===== config.mk =====
export PLATFORM = sky130hd
export DESIGN_NAME = led_pattern_monitor
export DESIGN_NICKNAME = d
export VERILOG_FILES = /design/src/rtl/led_pattern_monitor.sv
export SDC_FILE = /design/constraint.sdc
export NUM_CORES = 1
export LEC_CHECK = 0
export ABC_CLOCK_PERIOD_IN_PS = 12250
export BUFFER_PORTS_ARGS = -buffer_cell sky130_fd_sc_hd__buf_2
export CAP_MARGIN = 10
export CORE_MARGIN = 3
export CORE_UTILIZATION = 45
export CTS_BUF_LIST = sky130_fd_sc_hd__clkbuf_8
export DETAILED_ROUTE_END_ITERATION = 8
export PLACE_DENSITY = 0.67
export SYNTH_ARGS = -nofsm -noshare
export SYNTH_HDL_FRONTEND = slang
export SYNTH_SLANG_ARGS = --single-unit

===== constraint.sdc =====
create_clock -name clk -period 12.25 [get_ports clk]
set_input_delay 2.45 -clock clk [delete_from_list [all_inputs] [get_ports clk]]
set_output_delay 2.45 -clock clk [all_outputs]
set_load 0.01 [all_outputs]

===== src/rtl/led_pattern_monitor.sv =====
// Receive-side checker for the 41-step 12-LED chaser: locks on 000->001, predicts, flags and counts deviations.
// Latency: all outputs registered, visible the cycle after the clk edge that samples step=1.
// No backpressure: samples on every step pulse, back-to-back steps supported.
module led_pattern_monitor #(
   parameter int ERR_W = 8,
   parameter int CYC_W = 16
) (
   input  logic             clk,
   input  logic             rst,
   input  logic             step,
   input  logic [11:0]      led_in,
   input  logic             clr,
   output logic             locked,
   output logic [2:0]       phase,
   output logic             err,
   output logic [ERR_W-1:0] err_count,
   output logic [CYC_W-1:0] cyc_count
);

   typedef enum logic {HUNT, TRACK} state_t;

   state_t           state, state_nx;
   logic [5:0]       idx, idx_nx, nidx;
   logic [11:0]      prev, prev_nx;
   logic [2:0]       phase_nx;
   logic             err_nx, lock_hit;
   logic [ERR_W-1:0] err_count_nx;
   logic [CYC_W-1:0] cyc_count_nx;

   // Expected LED word at each position of the chaser period.
   function automatic logic [11:0] exp_word(input logic [5:0] i);
      case (i)
         6'd0:  exp_word = 12'h001;  6'd1:  exp_word = 12'h003;
         6'd2:  exp_word = 12'h007;  6'd3:  exp_word = 12'h00F;
         6'd4:  exp_word = 12'h01F;  6'd5:  exp_word = 12'h03F;
         6'd6:  exp_word = 12'h07F;  6'd7:  exp_word = 12'h0FF;
         6'd8:  exp_word = 12'h1FF;  6'd9:  exp_word = 12'h3FF;
         6'd10: exp_word = 12'h7FF;  6'd11: exp_word = 12'hFFF;
         6'd12: exp_word = 12'h000;
         6'd13: exp_word = 12'h800;  6'd14: exp_word = 12'hC00;
         6'd15: exp_word = 12'hE00;  6'd16: exp_word = 12'hF00;
         6'd17: exp_word = 12'hF80;  6'd18: exp_word = 12'hFC0;
         6'd19: exp_word = 12'hFE0;  6'd20: exp_word = 12'hFF0;
         6'd21: exp_word = 12'hFF8;  6'd22: exp_word = 12'hFFC;
         6'd23: exp_word = 12'hFFE;  6'd24: exp_word = 12'hFFF;
         6'd25: exp_word = 12'h000;
         6'd26: exp_word = 12'h801;  6'd27: exp_word = 12'hC03;
         6'd28: exp_word = 12'hE07;  6'd29: exp_word = 12'hF0F;
         6'd30: exp_word = 12'hF9F;  6'd31: exp_word = 12'hFFF;
         6'd32: exp_word = 12'h000;
         6'd33: exp_word = 12'h060;  6'd34: exp_word = 12'h0F0;
         6'd35: exp_word = 12'h1F8;  6'd36: exp_word = 12'h3FC;
         6'd37: exp_word = 12'h7FE;  6'd38: exp_word = 12'hFFF;
         default: exp_word = 12'h000;
      endcase
   endfunction

   // Sub-pattern code for a sequence position; blanks (and out-of-range) map to 5.
   function automatic logic [2:0] exp_phase(input logic [5:0] i);
      if (i <= 6'd11)                      exp_phase = 3'd1;
      else if (i >= 6'd13 && i <= 6'd24)   exp_phase = 3'd2;
      else if (i >= 6'd26 && i <= 6'd31)   exp_phase = 3'd3;
      else if (i >= 6'd33 && i <= 6'd38)   exp_phase = 3'd4;
      else                                 exp_phase = 3'd5;
   endfunction

   assign nidx     = (idx == 6'd40) ? 6'd0 : idx + 6'd1;
   assign lock_hit = (prev == 12'h000) && (led_in == 12'h001);

   // Next-state: hunt for 000->001, track and compare, count, clear.
   always_comb begin
      state_nx     = state;
      idx_nx       = idx;
      prev_nx      = prev;
      err_nx       = 1'b0;
      err_count_nx = err_count;
      cyc_count_nx = cyc_count;
      if (step) begin
         prev_nx = led_in;
         if (state == HUNT) begin
            if (lock_hit) begin
               state_nx = TRACK;
               idx_nx   = 6'd0;
            end
         end else if (led_in == exp_word(nidx)) begin
            idx_nx = nidx;
            if (nidx == 6'd0)
               cyc_count_nx = cyc_count + CYC_W'(1);
         end else begin
            // A mismatch that is itself a valid lock pair relocks at once.
            err_nx   = 1'b1;
            state_nx = lock_hit ? TRACK : HUNT;
            idx_nx   = 6'd0;
            if (err_count != {ERR_W{1'b1}})
               err_count_nx = err_count + ERR_W'(1);
         end
      end
      if (clr) begin
         err_count_nx = '0;
         cyc_count_nx = '0;
      end
      phase_nx = (state_nx == TRACK) ? exp_phase(idx_nx) : 3'd0;
   end

   // State and output registers.
   always_ff @(posedge clk or negedge rst) begin
      if (!rst) begin
         state     <= HUNT;
         idx       <= 6'd0;
         prev      <= 12'h000;
         phase     <= 3'd0;
         err       <= 1'b0;
         err_count <= '0;
         cyc_count <= '0;
      end else begin
         state     <= state_nx;
         idx       <= idx_nx;
         prev      <= prev_nx;
         phase     <= phase_nx;
         err       <= err_nx;
         err_count <= err_count_nx;
         cyc_count <= cyc_count_nx;
      end
   end

   assign locked = (state == TRACK);

endmodule


# Word level (Yosys, flattened, before mapping)
# Memory sizes are Yosys's and may differ from the RTL's.
# Index checks and enable logic that the tools add are counted.
dict set report classes {
  addsub 3
  order_cmp 7
  eq_ne 5
  mux 29
  reduce_logical 13
}
# op count
set ops {}
lappend ops {{two-way mux 16 bit} 5}
lappend ops {{two-way mux 8 bit} 5}
lappend ops {{two-way mux 6 bit} 5}
lappend ops {{two-way mux 12 bit} 2}
lappend ops {{adder 16 x 1 -> 16 bit (second input constant)} 1}
lappend ops {{== test 12 x 1 -> 1 bit (second input constant)} 1}
lappend ops {{== test 12 bit} 1}
lappend ops {{<= comparator 6 x 5 -> 1 bit (second input constant)} 2}
lappend ops {{zero test 12 bit} 1}
lappend ops {{two-way mux 3 bit} 4}
lappend ops {{nonzero test 2 bit} 5}
lappend ops {{adder 8 x 1 -> 8 bit (second input constant)} 1}
lappend ops {{two-way mux 1 bit} 8}
lappend ops {{inequality test 8 bit (second input constant)} 1}
lappend ops {{AND reduction 4 bit} 2}
lappend ops {{adder 6 x 1 -> 6 bit (second input constant)} 1}
lappend ops {{== test 6 bit (second input constant)} 1}
lappend ops {{>= comparator 6 x 4 -> 1 bit (second input constant)} 1}
lappend ops {{>= comparator 6 x 5 -> 1 bit (second input constant)} 1}
lappend ops {{>= comparator 6 bit (second input constant)} 1}
lappend ops {{<= comparator 6 x 4 -> 1 bit (second input constant)} 1}
lappend ops {{<= comparator 6 bit (second input constant)} 1}
lappend ops {{zero test 6 bit} 1}
lappend ops {{logical AND 1 bit} 4}
lappend ops {{inequality test 2 bit (second input constant)} 1}
dict set report totals {
  regBits 47
  romBits 768
  inputBits 16
  output_inout_bits 29
  n_memories 1
}
# name words word_bits rd rd_clocked_by_memory_dff wr line
set mem_list {}
lappend mem_list {{(no name shown)} 64 12 1 0 0 32} ;# case (i)

# Logic depth before layout (Yosys ltp)
# An unclocked memory read counts as a cell.
dict set report logic_depth {
  depth_word 16
  depth_mapped 22
  ltp_nobuf 19
}

# Least setup slack after synthesis
# No wires, ideal clock.
dict set report synth_timing {
  kind {input port to flip-flop}
  startpoint {input led_in[6]}
  endpoint {register phase[1]}
  setup_time_ps 67
  t_arrival_ps 4401
  required_time_ps 12183
  slack_ps 7782
  stages 11
  path_buffers 1
  path_cell_list {nor2_1 > o21ai_0 > o32ai_1 > or3b_1 > nor4_2 > o2111ai_2 > buf_6 > o32ai_4 > nor2_1 > a311oi_2 > and3b_1}
}
dict set report synth_via {
  elab_chain_cells 11
}
# item line
set synth_rtl {}
lappend synth_rtl {{start, declared} 11} ;# input logic [11:0] led_in,
lappend synth_rtl {{== test 12 x 1 -> 1 bit} 68} ;# assign lock_hit = (prev == 12'h000) && (led_in == 12'h001);
lappend synth_rtl {{logical AND 1 bit} 68}
lappend synth_rtl {{two-way mux 6 bit} 81} ;# if (lock_hit) begin
lappend synth_rtl {{two-way mux 6 bit (*)} 80} ;# if (state == HUNT) begin
lappend synth_rtl {{two-way mux 6 bit (*)} 78} ;# if (step) begin
lappend synth_rtl {{net idx_nx[1]} 23} ;# logic [5:0] idx, idx_nx, nidx;
lappend synth_rtl {{>= comparator 6 x 5 -> 1 bit / <= comparator 6 x 5 -> 1 bit (equally long branches)} 62} ;# else if (i >= 6'd26 && i <= 6'd31) exp_phase = 3'd3;
lappend synth_rtl {{logical AND 1 bit} 62}
lappend synth_rtl {{two-way mux 3 bit} 62}
lappend synth_rtl {{two-way mux 3 bit} 61} ;# else if (i >= 6'd13 && i <= 6'd24) exp_phase = 3'd2;
lappend synth_rtl {{two-way mux 3 bit (*)} 60} ;# if (i <= 6'd11) exp_phase = 3'd1;
lappend synth_rtl {{two-way mux 3 bit (*)} 102} ;# phase_nx = (state_nx == TRACK) ? exp_phase(idx_nx) : 3'd0;
lappend synth_rtl {{net phase_nx[1]} 25} ;# logic [2:0] phase_nx;
lappend synth_rtl {{end signal, assigned} 119} ;# phase <= phase_nx;
lappend synth_rtl {{end, declared} 14} ;# output logic [2:0] phase,
# The timed path passes the listed nets; every way through them passes the cells marked *.
# A chain may end at the register's enable or synchronous reset.

# Worst setup path in the final report
dict set report layout_timing {
  startpoint {register idx[0]}
  endpoint {register cyc_count[7]}
}
dict set report layout_via {
  elab_chain_cells 8
}
# item line
set layout_rtl {}
lappend layout_rtl {{start, declared} 23}
lappend layout_rtl {{start signal, assigned} 117} ;# idx <= idx_nx;
lappend layout_rtl {{adder 6 x 1 -> 6 bit / == test 6 bit (equally long branches)} 67} ;# assign nidx = (idx == 6'd40) ? 6'd0 : idx + 6'd1;
lappend layout_rtl {{two-way mux 6 bit (*)} 67}
lappend layout_rtl {{memory read (64 x 12 bit)} --}
lappend layout_rtl {{two-way mux 12 bit} 80}
lappend layout_rtl {{two-way mux 12 bit} 78}
lappend layout_rtl {{== test 12 bit} 85} ;# end else if (led_in == exp_word(nidx)) begin
lappend layout_rtl {{nonzero test 2 bit (no source line)} --}
lappend layout_rtl {{AND reduction 4 bit (no source line) (*)} --}
lappend layout_rtl {{end signal, assigned} 122} ;# cyc_count <= cyc_count_nx;
lappend layout_rtl {{end, declared} 17} ;# output logic [CYC_W-1:0] cyc_count
# Every way passes the cells marked *; elsewhere a longest branch is shown, timed or not. The select of a mux whose other input is x is not followed.

==> results.py <==
metrics = {
    "run_status": {
        "status": "complete, no violations",
    },
    "clock_tree": {
        "post_cts_buffers": 0,
        "cts_buffer_depth": 2,
        "cts_resized": 0,
        "clkLatencyLatePin_ps": 300,
        "cts_root_buffer": "clkbuf_8",
        "cts_tree": "yes",
        "clkTransAtPathRegs_ps": 100,
        "cts_max_level": 2,
        "clock-sinks": 47,
        "cts_made_buffers": 5,
        "hold_buffers": 0,
    },
    "worst_setup_path": {
        "path_max_fanout": 20,
        "critPathSlowestCell": "nor3_2",
        "worstSetupPathType": "flip-flop to flip-flop",
        "rr_worst_depth": 12,
        "path_cells": "ha_1 > and3_1 > xnor2_2 > nor3_2 > nor4_2 > or4b_1 > nand3_1 > o2111ai_2 > nor3_2 > nand4_1 > xor2_1 > nor2_1",
        "critical_path.max_stage_delay_ps": 950,
        "rrSetupSlack_ps": 6860,
        "start_kind": "flip-flop",
        "r2r-end": "cyc_count[7]",
        "cp-end-kind": "flip-flop",
        "arrival_ps": 5560,
        "cp_common_cell": "nor3_2",
        "cp.required_ps": 12420,
        "r2r-start": "idx[0]",
    },
    "synth": {
        "synth_edf_count": 0,
        "async_flop_share_pct": 100,
        "synth_cell_type_count": 80,
        "ys_warn_count": 0,
        "ys_ff_latch": 47,
        "synthCells": 435,
        "synth_nets": 464,
        "avgSynthCellArea_um2": 8.89,
        "synth_area_um2": 3870,
        "ys.flop_type": "dfrtp_1",
        "ys_seq_area_share_pct": 30.4,
    },
    "sta": {
        "fin_tns_setup_ps": 0,
        "rsz0062_at_grt": "false",
        "hold_viol_final": 0,
        "setup_viol": 0,
        "drv_slew": 0,
        "worst_pin_slew_ps": 1030,
        "fmax_ghz": 0.185,
        "relSlewSlack_pct": 31.3,
        "finalClockSkew_ps": 12.7,
        "period_minus_slack_ps": 5390,
        "finalCritPeriodShare_pct": 44.0,
    },
    "final_layout": {
        "drive_gt1_share_pct": 19.0,
        "final_cell_area_um2": 4180,
        "nets": 485,
        "num_antenna_cells": 0,
        "areaGrowthSynthToFinish_pct": 8.15,
        "fillers": 800,
    },
    "min_path": {
        "holdCritStartpoint": "prev[7]",
        "hold_depth": 1,
        "hp-class": "flip-flop to flip-flop",
        "min_to": "prev[7]",
    },
    "flow_run": {
        "maxCapViolations": 0,
    },
    "pwr": {
        "leakagePower_nw": 1.80,
        "powerDensity_nw_per_um2": 72.4,
        "irDropWorstVdd_mv": 0.0843,
    },
    "placed_design": {
        "dp_hpwl_mm": 7.07,
        "portBuffers": 44,
        "post_dp_cell_area_um2": 4060,
        "finalWeightedCongestion": 1.00,
    },
    "die": {
        "initial_core_util_pct": 46.6,
        "die_x_um": 98.7,
        "coreArea_um2": 8300,
        "design.die.area_um2": 9750,
        "pin_count": 45,
        "rows": 33,
        "dieHeight_um": 98.7,
    },
    "global_routing": {
        "antenna_found_initial": 0,
        "grt.total_usage_pct": 20.5,
        "grt_overflow": 0,
        "grt_pass1_vias": 3426,
        "grt_pass1_wl_mm": 16.9,
        "grt_max_degree": 48,
    },
    "drt": {
        "avgRoutedWirePerCell_um": 17.8,
        "drtIter0Drc": 286,
        "wirelength_mm": 9.98,
        "drcViolationCount": 0,
        "vias_per_cell": 6.28,
        "routed-via-count": 3529,
        "first_pass_iters": 7,
        "postRouteAntennaNets": 0,
    },
}
cells in the mapped netlist, types with 8 or more instances:
master / number / area share (%)
and3_1: 10 / 1.6
nor4_1: 14 / 2.3
xor2_1: 15 / 3.4
dfrtp_1: 47 / 30
buf_2: 15 / 1.9
nor2_1: 43 / 4.2
a21oi_1: 15 / 1.9
xnor2_1: 13 / 2.9
nand4_1: 14 / 2.3
nand3_1: 18 / 2.3
mux2_2: 13 / 3.8
inv_1: 18 / 1.7
o2111ai_1: 8 / 1.8
nand2_1: 21 / 2.0
ha_1: 13 / 4.2
o21ai_0: 13 / 1.7
critical path, delay by kind of cell, from the launching register on:
| kind | cells | cell delay, ps |
|---|---|---|
| AO/OA/AOI/OAI | 1 | 400 |
| XOR/XNOR | 2 | 940 |
| adder cells (fa/ha/maj) | 1 | 480 |
| flip-flops | 1 | 470 |
| AND/OR/NAND/NOR | 8 | 2970 |
cell usage in the layout, fill, tap and decap left out, types with 13 or more instances in the layout:
master   instances
inv_1           18
nor2_1          43
nand2_1         21
ha_1            13
a21oi_1         15
nand3_1         18
o21ai_0         13
xnor2_1         13
xor2_1          15
mux2_2          13
dfrtp_1         47
nand4_1         14
buf_2           44
nor4_1          14
area by class of cell:
type,instances,area (µm²),area share [%]
inverters,19,71.3,1.70
flip-flops and latches,47,1180,28.1
well taps,105,131,3.14
clock inverters,2,38.8,0.927
repair buffers,45,228,5.44
multi-input cells,338,2460,58.7
clock buffers,6,82.6,1.97
per-stage QoR:
stage | worst slack [ps] | instances | util (%) | total power, mW | hold slack, ps
final | 6860 | 562 | 50.4 | 0.303 | 518
after global routing | 6350 | 562 | 50.4 | 0.315 | 542
after CTS | 6960 | 562 | 50.4 | 0.306 | 522
after floorplan | 7780 | 435 | - | 0.175 | 481
after detailed placement | 6620 | 554 | 49.0 | 0.185 | 499
after global placement | 6740 | 554 | 49.0 | 0.185 | 491
power breakdown:
group	internal (mW)	switching [mW]	leakage (nW)
Sequential	0.159	0.00223	0.619
Clock	0.0672	0.0534	0.0618
Combinational	0.00803	0.0131	1.12
Total	0.234	0.0687	1.80
how the worst max path moves through the flow:
stage	endpoint	slack (ps)	from	cells after the start
floorplan	phase[1]	7780	led_in[6]	11
global placement	cyc_count[9]	6740	led_in[6]	12
detailed placement	cyc_count[7]	6620	led_in[6]	11
CTS	cyc_count[7]	6960	idx[1]	12
global route	cyc_count[7]	6350	idx[1]	17
finish	cyc_count[7]	6860	idx[0]	12
metal layers:
metal	wire length (µm)	vias to the layer above	global-route usage [%]	part of all wire, %
met1	4490	1658	29.6	45
li1	-	1681	-	-
met3	725	28	3.82	7.3
met4	289	0	7.46	2.9
met2	4480	162	30.6	45
met5	0	-	0	0
state kept, by name, summed over array words and instances (netlist names):
| register | cells |
|---|---|
| idx | 6 |
| phase | 3 |
| err_count | 8 |
| prev | 12 |
| cyc_count | 16 |
| locked | 1 |
| err | 1 |
cells by family (layout without fill, tap and decap cells):
logic type               after synthesis  in the layout  synth area share [%]
AND/OR/NAND/NOR                      168            168                  24.5
adder cells (fa/ha/maj)               14             14                  4.46
AO/OA/AOI/OAI                        107            107                  21.9
buffers and inverters                 50             72                  6.11
flip-flops                            47             47                  30.4
multiplexers                          19             19                  5.43
XOR/XNOR                              30             30                  7.18
No activity file was read; power rests on OpenSTA's default activity.
